$ cat src/rtl/strob_seq_pkg.sv
// Shared types and constants for the strob_seq microcycle strobe sequencer.
package strob_seq_pkg;

  typedef enum logic [2:0] {
    ST_IDLE = 3'd0,
    ST_S1   = 3'd1,
    ST_G1   = 3'd2,
    ST_MW   = 3'd3,
    ST_G2   = 3'd4,
    ST_S2   = 3'd5,
    ST_GOT  = 3'd6
  } state_e;

  localparam int TICK_W = 8;

  localparam int DEF_S1_TICKS   = 3;
  localparam int DEF_GAP_TICKS  = 2;
  localparam int DEF_S2_TICKS   = 3;
  localparam int DEF_GOT_TICKS  = 2;
  localparam int DEF_WAIT_TICKS = 200;

endpackage

$ cat src/rtl/strob_tick.sv
// Loadable 8-bit down-counter with a zero flag; holds at zero until reloaded.
module strob_tick
  import strob_seq_pkg::*;
(
  input  logic              clk_i,
  input  logic              rst_ni,
  input  logic              load_i,
  input  logic [TICK_W-1:0] load_val_i,
  output logic              zero_o
);

  logic [TICK_W-1:0] cnt_q, cnt_d;

  always_comb begin
    cnt_d = cnt_q;
    if (load_i) begin
      cnt_d = load_val_i;
    end else if (cnt_q != '0) begin
      cnt_d = cnt_q - TICK_W'(1);
    end
  end

  always_ff @(posedge clk_i or negedge rst_ni) begin
    if (!rst_ni) begin
      cnt_q <= '0;
    end else begin
      cnt_q <= cnt_d;
    end
  end

  assign zero_o = (cnt_q == '0);

endmodule

$ cat src/rtl/strob_seq.sv
// Microcycle strobe sequencer: STROB1, optional memory wait, optional STROB2, then GOT.
// Define STROB_ALARM_EN to add a WAIT_TICKS memory-wait watchdog.
module strob_seq
  import strob_seq_pkg::*;
#(
  parameter int S1_TICKS   = DEF_S1_TICKS,
  parameter int GAP_TICKS  = DEF_GAP_TICKS,
  parameter int S2_TICKS   = DEF_S2_TICKS,
  parameter int GOT_TICKS  = DEF_GOT_TICKS,
  parameter int WAIT_TICKS = DEF_WAIT_TICKS
) (
  input  logic __clk,
  input  logic clo_,
  input  logic pc,
  input  logic es2,
  input  logic emem,
  input  logic ok$,
  input  logic alarm,
  output logic strob1_,
  output logic strob2_,
  output logic got_,
  output logic mem_start,
  output logic nok,
  output logic busy
);

  // Reload value is TICKS-1, with 0 treated as 1 and anything above 256 clamped.
  function automatic logic [TICK_W-1:0] tick_ld(input int t);
    if (t <= 1) begin
      return '0;
    end else if (t >= 256) begin
      return '1;
    end else begin
      return TICK_W'(t - 1);
    end
  endfunction

  localparam logic [TICK_W-1:0] S1_LD   = tick_ld(S1_TICKS);
  localparam logic [TICK_W-1:0] GAP_LD  = tick_ld(GAP_TICKS);
  localparam logic [TICK_W-1:0] S2_LD   = tick_ld(S2_TICKS);
  localparam logic [TICK_W-1:0] GOT_LD  = tick_ld(GOT_TICKS);
  localparam logic [TICK_W-1:0] WAIT_LD = tick_ld(WAIT_TICKS);

  localparam state_e PRE_S2  = (GAP_TICKS > 0) ? ST_G1 : ST_S2;
  localparam state_e POST_S2 = (GAP_TICKS > 0) ? ST_G2 : ST_GOT;

  state_e state_q, state_d;
  logic   pc_q;
  logic   s2_q, s2_d;
  logic   mem_q, mem_d;
  logic   nok_q, nok_d;
  logic   okp_q, okp_d;
  logic   strob1_q, strob2_q, got_q, mem_start_q, busy_q;

  logic              tick_zero;
  logic              tick_load;
  logic [TICK_W-1:0] tick_val;
  logic              wd_alarm;

  always_comb begin
    state_d = state_q;
    s2_d    = s2_q;
    mem_d   = mem_q;
    nok_d   = nok_q;
    okp_d   = okp_q;
    case (state_q)
      ST_IDLE: begin
        if (pc && !pc_q) begin
          state_d = ST_S1;
          s2_d    = es2;
          mem_d   = emem;
          nok_d   = 1'b0;
          okp_d   = 1'b0;
        end
      end
      ST_S1: begin
        // An early answer is remembered so the wait state can finish at once.
        if (ok$) okp_d = 1'b1;
        if (tick_zero) begin
          if (mem_q)     state_d = ST_MW;
          else if (s2_q) state_d = PRE_S2;
          else           state_d = ST_GOT;
        end
      end
      ST_MW: begin
        okp_d = 1'b0;
        if (alarm || wd_alarm) begin
          nok_d   = 1'b1;
          state_d = ST_GOT;
        end else if (okp_q || ok$) begin
          state_d = s2_q ? PRE_S2 : ST_GOT;
        end
      end
      ST_G1:   if (tick_zero) state_d = ST_S2;
      ST_S2:   if (tick_zero) state_d = POST_S2;
      ST_G2:   if (tick_zero) state_d = ST_GOT;
      ST_GOT:  if (tick_zero) state_d = ST_IDLE;
      default: state_d = ST_IDLE;
    endcase
  end

  always_comb begin
    tick_val = '0;
    case (state_d)
      ST_S1:        tick_val = S1_LD;
      ST_G1, ST_G2: tick_val = GAP_LD;
      ST_S2:        tick_val = S2_LD;
      ST_GOT:       tick_val = GOT_LD;
      default:      tick_val = '0;
    endcase
  end

  assign tick_load = (state_d != state_q);

  strob_tick u_phase (
    .clk_i      (__clk),
    .rst_ni     (clo_),
    .load_i     (tick_load),
    .load_val_i (tick_val),
    .zero_o     (tick_zero)
  );

`ifdef STROB_ALARM_EN
  logic wd_zero;

  strob_tick u_wdog (
    .clk_i      (__clk),
    .rst_ni     (clo_),
    .load_i     ((state_d == ST_MW) && (state_q != ST_MW)),
    .load_val_i (WAIT_LD),
    .zero_o     (wd_zero)
  );

  assign wd_alarm = (state_q == ST_MW) && wd_zero;
`else
  // Without the watchdog the wait state only ends on ok$ or the external alarm.
  logic unused_wait;
  assign unused_wait = ^WAIT_LD;
  assign wd_alarm    = 1'b0;
`endif

  always_ff @(posedge __clk or negedge clo_) begin
    if (!clo_) begin
      state_q     <= ST_IDLE;
      pc_q        <= 1'b0;
      s2_q        <= 1'b0;
      mem_q       <= 1'b0;
      nok_q       <= 1'b0;
      okp_q       <= 1'b0;
      strob1_q    <= 1'b1;
      strob2_q    <= 1'b1;
      got_q       <= 1'b1;
      mem_start_q <= 1'b0;
      busy_q      <= 1'b0;
    end else begin
      state_q     <= state_d;
      pc_q        <= pc;
      s2_q        <= s2_d;
      mem_q       <= mem_d;
      nok_q       <= nok_d;
      okp_q       <= okp_d;
      strob1_q    <= (state_d != ST_S1);
      strob2_q    <= (state_d != ST_S2);
      got_q       <= (state_d != ST_GOT);
      mem_start_q <= (state_d == ST_MW);
      busy_q      <= (state_d != ST_IDLE);
    end
  end

  assign strob1_   = strob1_q;
  assign strob2_   = strob2_q;
  assign got_      = got_q;
  assign mem_start = mem_start_q;
  assign nok       = nok_q;
  assign busy      = busy_q;

endmodule

$ cat config.mk
export PLATFORM = sky130hd
export DESIGN_NAME = strob_seq
export DESIGN_NICKNAME = d
export VERILOG_FILES = /design/src/rtl/strob_seq_pkg.sv /design/src/rtl/strob_tick.sv /design/src/rtl/strob_seq.sv
export SDC_FILE = /design/constraint.sdc
export NUM_CORES = 1
export LEC_CHECK = 0
export BUFFER_PORTS_ARGS = -buffer_cell sky130_fd_sc_hd__buf_2
export CORE_MARGIN = 4
export CORE_UTILIZATION = 64
export CTS_BUF_LIST = sky130_fd_sc_hd__clkbuf_8
export DETAILED_ROUTE_END_ITERATION = 8
export PLACE_DENSITY = 0.85
export SLEW_MARGIN = 5
export SYNTH_ARGS = -nofsm -noshare
export SYNTH_HDL_FRONTEND = slang
export SYNTH_SLANG_ARGS = --single-unit
$ cat constraint.sdc
create_clock -name __clk -period 3.97 [get_ports __clk]
set_input_delay 0.1985 -clock __clk [delete_from_list [all_inputs] [get_ports __clk]]
set_output_delay 0.1985 -clock __clk [all_outputs]
set_load 0.005 [all_outputs]
=== Word-level counts from Yosys, hierarchy flattened ===
Index checks and enable logic that the tools add are counted.

* Register bits: 21
* Output and inout bits: 6
* Input bits: 7

* Reduce and logical (&&, ||, !) cells: 15
* Multiplexer cells: 19
* Eq/ne operators: 19
* $add $sub $neg: 1

{| class="wikitable"
|+ Operators with widths
! operator !! number
|-
| 3-bit 2-to-1 mux || 10
|-
| 3-bit case mux with 7 select lines || 1
|-
| 3-bit equality test, second input constant || 6
|-
| 8-bit 2-to-1 mux || 2
|-
| 3-bit by 2-bit equality test with 1-bit output, second input constant || 4
|-
| 8-bit zero test || 1
|-
| 8-bit nonzero test || 1
|-
| 8-bit by 1-bit subtractor with 8-bit output, second input constant || 1
|-
| 3-bit by 1-bit equality test with 1-bit output, second input constant || 2
|-
| 2-bit != test, second input constant || 3
|-
| 3-bit != test, second input constant || 2
|-
| 3-bit AND reduction || 2
|-
| 3-bit nonzero test || 2
|-
| 2-bit case mux with 2 select lines || 1
|-
| 2-bit nonzero test || 2
|-
| 3-bit zero test || 1
|-
| 1-bit 2-to-1 mux || 3
|-
| 3-bit by 1-bit != test with 1-bit output, second input constant || 1
|-
| 3-bit != test || 1
|-
| 1-bit case mux with 3 select lines || 1
|-
| 3-bit OR reduction || 1
|-
| 1-bit case mux with 2 select lines || 1
|-
| 2-bit AND reduction || 1
|-
| 2-bit OR reduction || 1
|-
| other kinds (3) || 3
|}

=== Logic depth before layout (Yosys ltp) ===
Gate-level depths: netlist of run 1.

* Word-level depth: 8
* Gate-level depth with buffers: 8

=== By module ===
Synthesis of run 1 repeated with hierarchy kept, for this count alone.

* Cells, all modules: 130
* Area, all modules: 1,238.7 um2

{| class="wikitable"
|+ By module, submodules not included
! module !! seq. area each (um2) !! cells each !! area an instance (um2) !! instances
|-
| strob_seq || 329.1 || 76 || 762.0 || 1
|-
| strob_tick || 200.2 || 54 || 476.7 || 1
|}

=== Worst setup path after synthesis of run 1 ===
No wires, ideal clock.

* Path type: reg2reg
* Start point: register u_phase.cnt_q[0]
* End point: register u_phase.cnt_q[0]
* Period minus slack after synthesis: 1.708 ns
* Required time: 3.878 ns
* Cell stages (with the launch flop): 9
* Path buffers: 1
* Setup slack: 2.262 ns
* Arrival: 1.616 ns
* Library setup time: 0.092 ns
* Path through: dfrtp_1 inv_1 ha_1 nor3b_2 and2_4 buf_6 a41oi_4 nand2_2 o31ai_2

* Longest elaborated chain between the ends: 7
* Elaborated cells on any way between the ends: 21
* Those cells by class: 1 x add/sub; 6 x eq/ne; 9 x mux; 5 x reduce/logical

{| class="wikitable"
|+ Ends and longest elaborated chain
! what !! RTL line !! source
|-
| from (decl) || strob_tick.sv:12 || <nowiki>logic [TICK_W-1:0] cnt_q, cnt_d;</nowiki>
|-
| from (signal assigned) || strob_tick.sv:27 || <nowiki>cnt_q <= cnt_d;</nowiki>
|-
| 8-bit zero test * || strob_tick.sv:31 || <nowiki>assign zero_o = (cnt_q == '0);</nowiki>
|-
| 3-bit 2-to-1 mux (on tied branches) || n/a ||
|-
| 3-bit case mux with 7 select lines * || strob_seq.sv:66 || <nowiki>case (state_q)</nowiki>
|-
| net state_d[0] || strob_seq.sv:47 || <nowiki>state_e state_q, state_d;</nowiki>
|-
| 3-bit equality test (tied with other cells) || strob_seq.sv:104 || <nowiki>case (state_d)</nowiki>
|-
| 3-bit OR reduction (no source line) or 2-bit OR reduction (tied branches) || n/a ||
|-
| 2-bit case mux with 2 select lines || strob_seq.sv:104 ||
|-
| 8-bit 2-to-1 mux || strob_tick.sv:16 || <nowiki>if (load_i) begin</nowiki>
|}

Mark *: on every way through the listed nets, which the timed path passes. The rest lies on a longest branch. The select of a mux whose other input is x is not followed.
A chain may end at the register's enable or synchronous reset.

=== Worst setup path after layout of run 1 ===
* Start point: register state_q[1]
* End point: register u_phase.cnt_q[0]

* Elaborated cells on any way between the ends: 27
* Those cells by class: 12 x eq/ne; 11 x mux; 4 x reduce/logical

{| class="wikitable"
|+ RTL lines
! what !! RTL line !! source
|-
| from (decl) || strob_seq.sv:47 ||
|-
| from (signal assigned) || strob_seq.sv:156 || <nowiki>state_q <= state_d;</nowiki>
|-
| 3-bit equality test (tied with other cells) || strob_seq.sv:66 ||
|-
| 3-bit case mux with 7 select lines * || strob_seq.sv:66 ||
|-
| net state_d[0] || strob_seq.sv:47 ||
|-
| 3-bit equality test (tied with other cells) || strob_seq.sv:104 ||
|-
| 3-bit OR reduction (no source line) or 2-bit OR reduction (tied branches) || n/a ||
|-
| 2-bit case mux with 2 select lines || strob_seq.sv:104 ||
|-
| 8-bit 2-to-1 mux || strob_tick.sv:16 ||
|}

Mark *: on every way through the listed nets, which the timed path passes. The rest lies on a longest branch.

==> key figures, run 1 <==
Synthesis
  – Netlist Area Pre-Place: 0.00114 mm²
  – Top cell type's share of synthesized area: 39.3%
  – Top cell type by total area after synthesis: dfrtp_1
  – Cells after Synth: 107
  – Syn avg cell area: 10.7 µm²
  – Number of synthesized register bits: 21
  – Post-synthesis sequential area ratio: 46.2%
  – Synth Net Count: 116
  – Post-synth cell types: 43
  – Synth Warn #: 0
  – Synth area leaders: dfrtp_1 (39%), dfstp_2 (6.9%), nor2_1 (3.6%)

Detailed routing
  – Wire per inst: 14.1 µm
  – Vias/cell: 5.64
  – WL final: approximately 2000 µm
  – Final ANT Viol Nets: 0
  – Via count: 812
  – Initial DRC count: 5
  – Drt first pass iters: 2
  – DRC: 0

Timing
  – F_max: between 500 and 600 MHz
  – Post-route clock period utilization: 48.5%
  – Unrepaired setup endpoints after global routing: no
  – Max_slew headroom: approximately three fifths
  – # setup viols final: 0
  – Slew Limit Fails: 0
  – Setup Skew: about 2.6 ps
  – Hold Violations, Final: 0
  – Transition time of the tightest slew-check pin: between 500 and 600 ps
  – Crit path time final: about 1900 ps
  – Total negative setup slack: 0 ps

Global route
  – Antenna violations before repair: 0
  – Overflow after GRT: 0
  – Vias in the first global route: ~800
  – Largest net degree at the start of global routing: 22
  – M1 GR Usage: 25.5%
  – GR met3 Demand/Resource: 2.97%
  – Met2 usage: a little under 30%
  – GRT busiest layer: met2
  – Wire length of the first global-routing pass: 3600 µm
  – Gr usage total: around a fifth

Clocking
  – Post-CTS setup buffers: 0
  – Max clock buf depth: 2
  – TritonCTS clock tree: yes
  – Clk_lat worst skew: ~260 ps
  – Post-CTS Hold Buffers: 1
  – H-tree level count: 1
  – CTS clock-pin slew for the worst setup and hold paths: 80 ps
  – Root buffer cell: clkbuf_8
  – CTS buffer count: 3
  – CTS Sinks: 21
  – Resize count post-CTS: 0

Setup path
  – Crit Path Category: reg -> reg
  – Worst reg2reg setup slack: 2050 ps
  – Crit-path cells: or4b_2, a21oi_1, o21ai_1, nand2_2, o31ai_2
  – Crit-path max FO: 13
  – CP max-delay cell: dfrtp_1
  – Crit. End Element: register
  – RR Startpoint: state_q[1]
  – Arr. time, crit path: ~2100 ps
  – Slowest stage delay, CP: roughly 640 ps
  – Startpoint types: register
  – R2R cell count: 5
  – CP endpoint: u_phase.cnt_q[0]
  – CP startpoint: state_q[1]
  – Worst Path Required: 4120 ps
  – Capturing point of the worst reg2reg path: u_phase.cnt_q[0]

Place
  – Area after DPL: 0.00120 mm²
  – GPL Wtd Cong: 0.780
  – Post-DP HPWL: 1450 µm
  – IO Port Bufs: 12

Power and ir drop
  – Power Internal: approximately 0.00054 W
  – Switching pwr: 0.000382 W
  – Leak pwr: 0.528 nW
  – Clk pwr share: 15.0%
  – PwrDens: roughly 740 mW/mm²
  – VDD IR max: 0.000477 V
  – Sw frac: 41.2%
  – Comb pwr share: 39.4%
  – Reg power frac: a little under half

Finish
  – # diodes: 0
  – Top reg by flops: u_phase.cnt_q
  – Final instance area: 0.00125 mm²
  – Largest regs: u_phase.cnt_q (8), state_q (3)
  – Syn-to-layout area delta: 9.62%
  – Net count, final: 129
  – Flip-flop count of the largest register after layout: 8
  – Share of cells above drive strength 1: 31.1%

Die
  – Die area: 0.00253 mm²
  – Row count: 15
  – Die H: 50.3 µm
  – Core ar.: 0.00171 mm²
  – Initial Util: 67.0%
  – Die span in x: 50.3 µm
  – Ports: 13

Worst hold path
  – Min-delay worst type: in -> reg

Job
  – Max Cap Viol: 0

Outcome
  – Status: finished clean
-- metal layers --
metal	vias to the layer above	share of wire, %
met1	384	48
li1	405	-
met4	0	3.0
met3	7	3.0
met5	-	0
met2	16	46
-- worst max-delay path: cells and delay by family, from the launching register on --
family | cells | cell delay, ps
AND/OR/NAND/NOR | 2 | 780
flip-flops | 1 | 640
AO/OA/AOI/OAI | 3 | 390
-- cell usage after synthesis (all sizes together) --
| master | count |
|---|---|
| nor4b | 2 |
| or4b | 2 |
| nand3 | 2 |
| o21ai | 4 |
| a21oi | 6 |
| xor2 | 2 |
| nor2 | 12 |
| dfrtp | 18 |
| and2 | 1 |
| a31oi | 4 |
| ha | 2 |
| mux2i | 1 |
| buf | 5 |
| mux2 | 2 |
| or2 | 1 |
| nand4b | 1 |
| dfstp | 3 |
| a2111o | 1 |
| o21bai | 1 |
| o211ai | 1 |
| a211o | 1 |
| nand2 | 11 |
| inv | 5 |
| nor4 | 2 |
| o22ai | 2 |
| a41oi | 1 |
| xnor2 | 4 |
| o41ai | 1 |
| nor3 | 3 |
| a211oi | 1 |
| o31ai | 1 |
| o21ba | 1 |
| nand2b | 2 |
| nor3b | 1 |
-- cells by family after synthesis --
logic type | synth area share (%)
compound gates | 18.5
simple gates | 20.8
fa+ha+maj | 2.19
mux | 2.84
xor+xnor | 4.59
flops | 46.2
buf+inv | 4.92
-- area by class of cell --
class / instances / area (µm²)
clock buffer: 3 / 41.3
inverter: 5 / 18.8
sequential: 21 / 529
timing repair buffer: 13 / 70.1
fill: 130 / 453
clock inverter: 1 / 5.00
multi-input combinational: 76 / 559
tap: 25 / 31.3
-- power by group through the flow --
stage	logic [W]	clock network, W	registers [W]
finish	0.000365	0.000139	0.000423
global route	0.000412	0.000152	0.000439
CTS	0.000368	0.000140	0.000423
detailed placement	0.000363	0	0.000425
global placement	0.000348	0	0.000419
floorplan	0.000343	0	0.000371
-- layout by cell type (no fill, tap or decap), types with 2 or more instances in the layout --
master | Yosys | layout
dfrtp_1 | 18 | 18
buf_2 | 3 | 12
nor2_1 | 11 | 11
nand2_1 | 9 | 9
inv_1 | 5 | 5
a21oi_1 | 5 | 5
a31oi_1 | 4 | 4
xnor2_1 | 4 | 4
nor3_1 | 3 | 3
clkbuf_8 | 0 | 3
dfstp_2 | 3 | 3
nand2b_1 | 2 | 2
o21ai_1 | 2 | 2
nand2_2 | 2 | 2
nor4b_1 | 2 | 2
nand3_1 | 2 | 2
mux2_2 | 2 | 2
xor2_1 | 2 | 2
ha_1 | 2 | 2
-- metrics by stage --
stage,cells,hold slack (ps),util [%],setup WS [ps],total power (W)
finish,144,47.9,73.5,2050,0.000927
global route,144,40.6,73.5,1950,0.00100
CTS,144,45.7,73.5,2070,0.000931
detailed placement,139,169,70.2,2090,0.000788
global placement,139,168,70.2,2140,0.000767
floorplan,107,-97.1,-,2260,0.000714
-- worst min path at each step --
stage	start	endpoint	slack [ps]	cells past startpoint
3_3_place_gp	clo_	u_phase.cnt_q[3]	170	1
6_report	pc	pc_q	50	1
2_1_floorplan	clo_	busy	-100	0
5_1_grt	pc	pc_q	40	1
4_1_cts	pc	pc_q	50	1
3_5_place_dp	clo_	u_phase.cnt_q[3]	170	1
No activity file was read; power rests on OpenSTA's default activity.
==> run 2: changes to the inputs <==
Settings changed: ABC_AREA set to 1, CORE_UTILIZATION 64 to 59, PLACE_DENSITY 0.85 to 0.79.
Clock period 3.97 ns to 1.8 ns, I/O delays scaled along.
==> key figures, run 2 <==
Global route
  – M1 GR Usage: 23.2%
  – GRT busiest layer: met2
  – Largest net degree at the start of global routing: 22
  – GR met3 Demand/Resource: under 10%
  – Antenna violations before repair: 0
  – Vias in the first global route: 942
  – Overflow after GRT: 0
  – Wire length of the first global-routing pass: around 4000 µm
  – Gr usage total: 20.7%
  – Met2 usage: 36.8%

Finish
  – Commonest non-fill, non-tap cells in the layout: nand2_1 (28), inv_1 (23), nor2_1 (21)
  – Top reg by flops: u_phase.cnt_q
  – Commonest non-fill, non-tap cell in the layout: nand2_1
  – Flip-flop count of the largest register after layout: 8
  – Net count, final: 171
  – Largest regs: u_phase.cnt_q (8), state_q (3)
  – # diodes: 0
  – Share of cells above drive strength 1: 25.5%
  – Syn-to-layout area delta: 15.4%

Detailed routing
  – Initial DRC count: 26
  – DRC: 0
  – WL final: ~2300 µm
  – Wire per inst: between 10 and 15 µm
  – Final ANT Viol Nets: 0
  – Vias/cell: 5.07
  – Via count: approximately 940
  – Drt first pass iters: 4

Timing
  – Transition time of the tightest slew-check pin: 450 ps
  – F_max: 601 MHz
  – Post-route clock period utilization: 92.4%
  – Worst setup slack after layout: about 140 ps
  – Hold Violations, Final: 0
  – Max_slew headroom: 70.0%
  – Crit path time final: 1660 ps
  – Total negative setup slack: 0 ps
  – Setup Skew: 6.86 ps
  – Slew Limit Fails: 0
  – Hold Worst Slack: approximately 22 ps
  – Unrepaired setup endpoints after global routing: no
  – # setup viols final: 0

Place
  – Post-DP HPWL: roughly 1700 µm
  – IO Port Bufs: 12
  – Dpl ws: 132 ps
  – GPL Wtd Cong: 0.821

Setup path
  – Arr. time, crit path: 1870 ps
  – Crit-path max FO: 6
  – Startpoint types: register
  – RR Startpoint: u_phase.cnt_q[0]
  – Crit Path Category: reg -> reg
  – R2R cell count: 12
  – Crit. End Element: register
  – CP startpoint: u_phase.cnt_q[0]
  – Worst Path Required: 2010 ps

Synthesis
  – Syn avg cell area: 8.28 µm²
  – Number of synthesized register bits: 21
  – Top cell type's share of synthesized area: 38.6%
  – Synth Warn #: 0
  – Main flop type after synthesis: dfrtp_1
  – Post-synth top cells: nand2_1 (29), inv_1 (23), nor2_1 (23)
  – Most common cell in the synthesized netlist: nand2_1
  – Netlist Area Pre-Place: 0.00117 mm²
  – Post-synth cell types: 24
  – Number of enable flip-flop cells after synthesis: 0
  – Synth area leaders: dfrtp_1 (39%), nand2_1 (9.3%), inv_1 (7.4%)
  – Asr flop ratio synth: 100%
  – Post-synthesis sequential area ratio: 45.3%
  – Synth Net Count: 150
  – Cells after Synth: 141
  – Top cell type by total area after synthesis: dfrtp_1

Worst hold path
  – HP Start: es2
  – Min-delay worst type: in -> reg
  – Hold Crit Depth: 3

Die
  – Ports: 13
  – Die area: 0.00275 mm²
  – Core ar.: 0.00180 mm²
  – Row count: 15
  – Initial Util: 64.8%
  – Die H: 52.5 µm
  – Die span in x: about 52 µm

Clocking
  – H-tree level count: 1
  – CTS Sinks: 21
  – Clk_lat worst skew: 260 ps
  – Max clock buf depth: 2
  – CTS buffer count: 3
  – TritonCTS clock tree: yes
  – Root buffer cell: clkbuf_8
  – CTS clock-pin slew for the worst setup and hold paths: 80 ps

Power and ir drop
  – PwrDens: 1880 mW/mm²
  – Leak pwr: 0.721 nW
  – VDD IR max: 0.00107 V

Outcome
  – Status: finished clean

Job
  – Max Cap Viol: 0
-- run 2: worst paths after layout --
path / endpoint / slack, ps
min in group asynchronous: okp_q / 290
worst max register to register: u_phase.cnt_q[0] / 140
worst min register to register: nok / 530
worst max-delay path: u_phase.cnt_q[0] / 140
max in group asynchronous: got_ / 1160
worst min-delay path: s2_q / 20
-- run 2: power by group --
group          total, W  switching [W]  internal, W
combinational   0.00144       0.000915     0.000527
clock          0.000309       0.000155     0.000154
sequential     0.000785       0.000122     0.000663
total           0.00254        0.00119      0.00134
-- run 2: repair_timing --
action                                 in CTS  in global routing
hold buffers                                2                  0
endpoints found under the hold margin      19                  0
setup endpoints to repair                   0                  2
resized for setup                           0                  3
setup buffers                               0                  2
-- run 2: per-stage QoR --
stage	util [%]	std cells	total power, W	cell area, µm²
floorplan	-	141	0.00186	1170
global placement	69.9	178	0.00210	1260
detailed placement	69.9	178	0.00217	1260
CTS	73.5	184	0.00249	1330
global route	74.8	186	0.00277	1350
finish	74.8	186	0.00254	1350
-- run 2: logic make-up after synthesis --
family / after synthesis / share of synthesized area, %
flip-flops: 21 / 45.3
AND/OR/NAND/NOR: 78 / 34.8
XOR/XNOR: 7 / 5.25
adder cells (fa/ha/maj): 2 / 2.14
AO/OA/AOI/OAI: 9 / 4.72
buffers and inverters: 24 / 7.72
-- run 2: critical path, stage by stage, from the launching register on --
cell and delay (ps):
dfrtp_1 370, inv_1 130, ha_1 190, nand2_2 100, inv_1 70, nand2_1 100
nand2_1 100, nand3_1 120, nor2_4 170, nand2_1 80, nand2_1 80, nand2_1 50
nand2_1 50
-- run 2: routing by layer --
metal	routed length, µm	up-vias
met4	51	0
met3	82	7
li1	-	471
met5	0	-
met1	959	444
met2	1200	21
-- run 2: final cells by class --
| cell class | instances | area [µm²] |
|---|---|---|
| inverters | 24 | 90.1 |
| well taps | 25 | 31.3 |
| multi-input cells | 96 | 556 |
| clock buffers | 3 | 41.3 |
| fillers | 146 | 454 |
| repair buffers | 16 | 95.1 |
| flip-flops and latches | 21 | 529 |
| clock inverters | 1 | 5.00 |
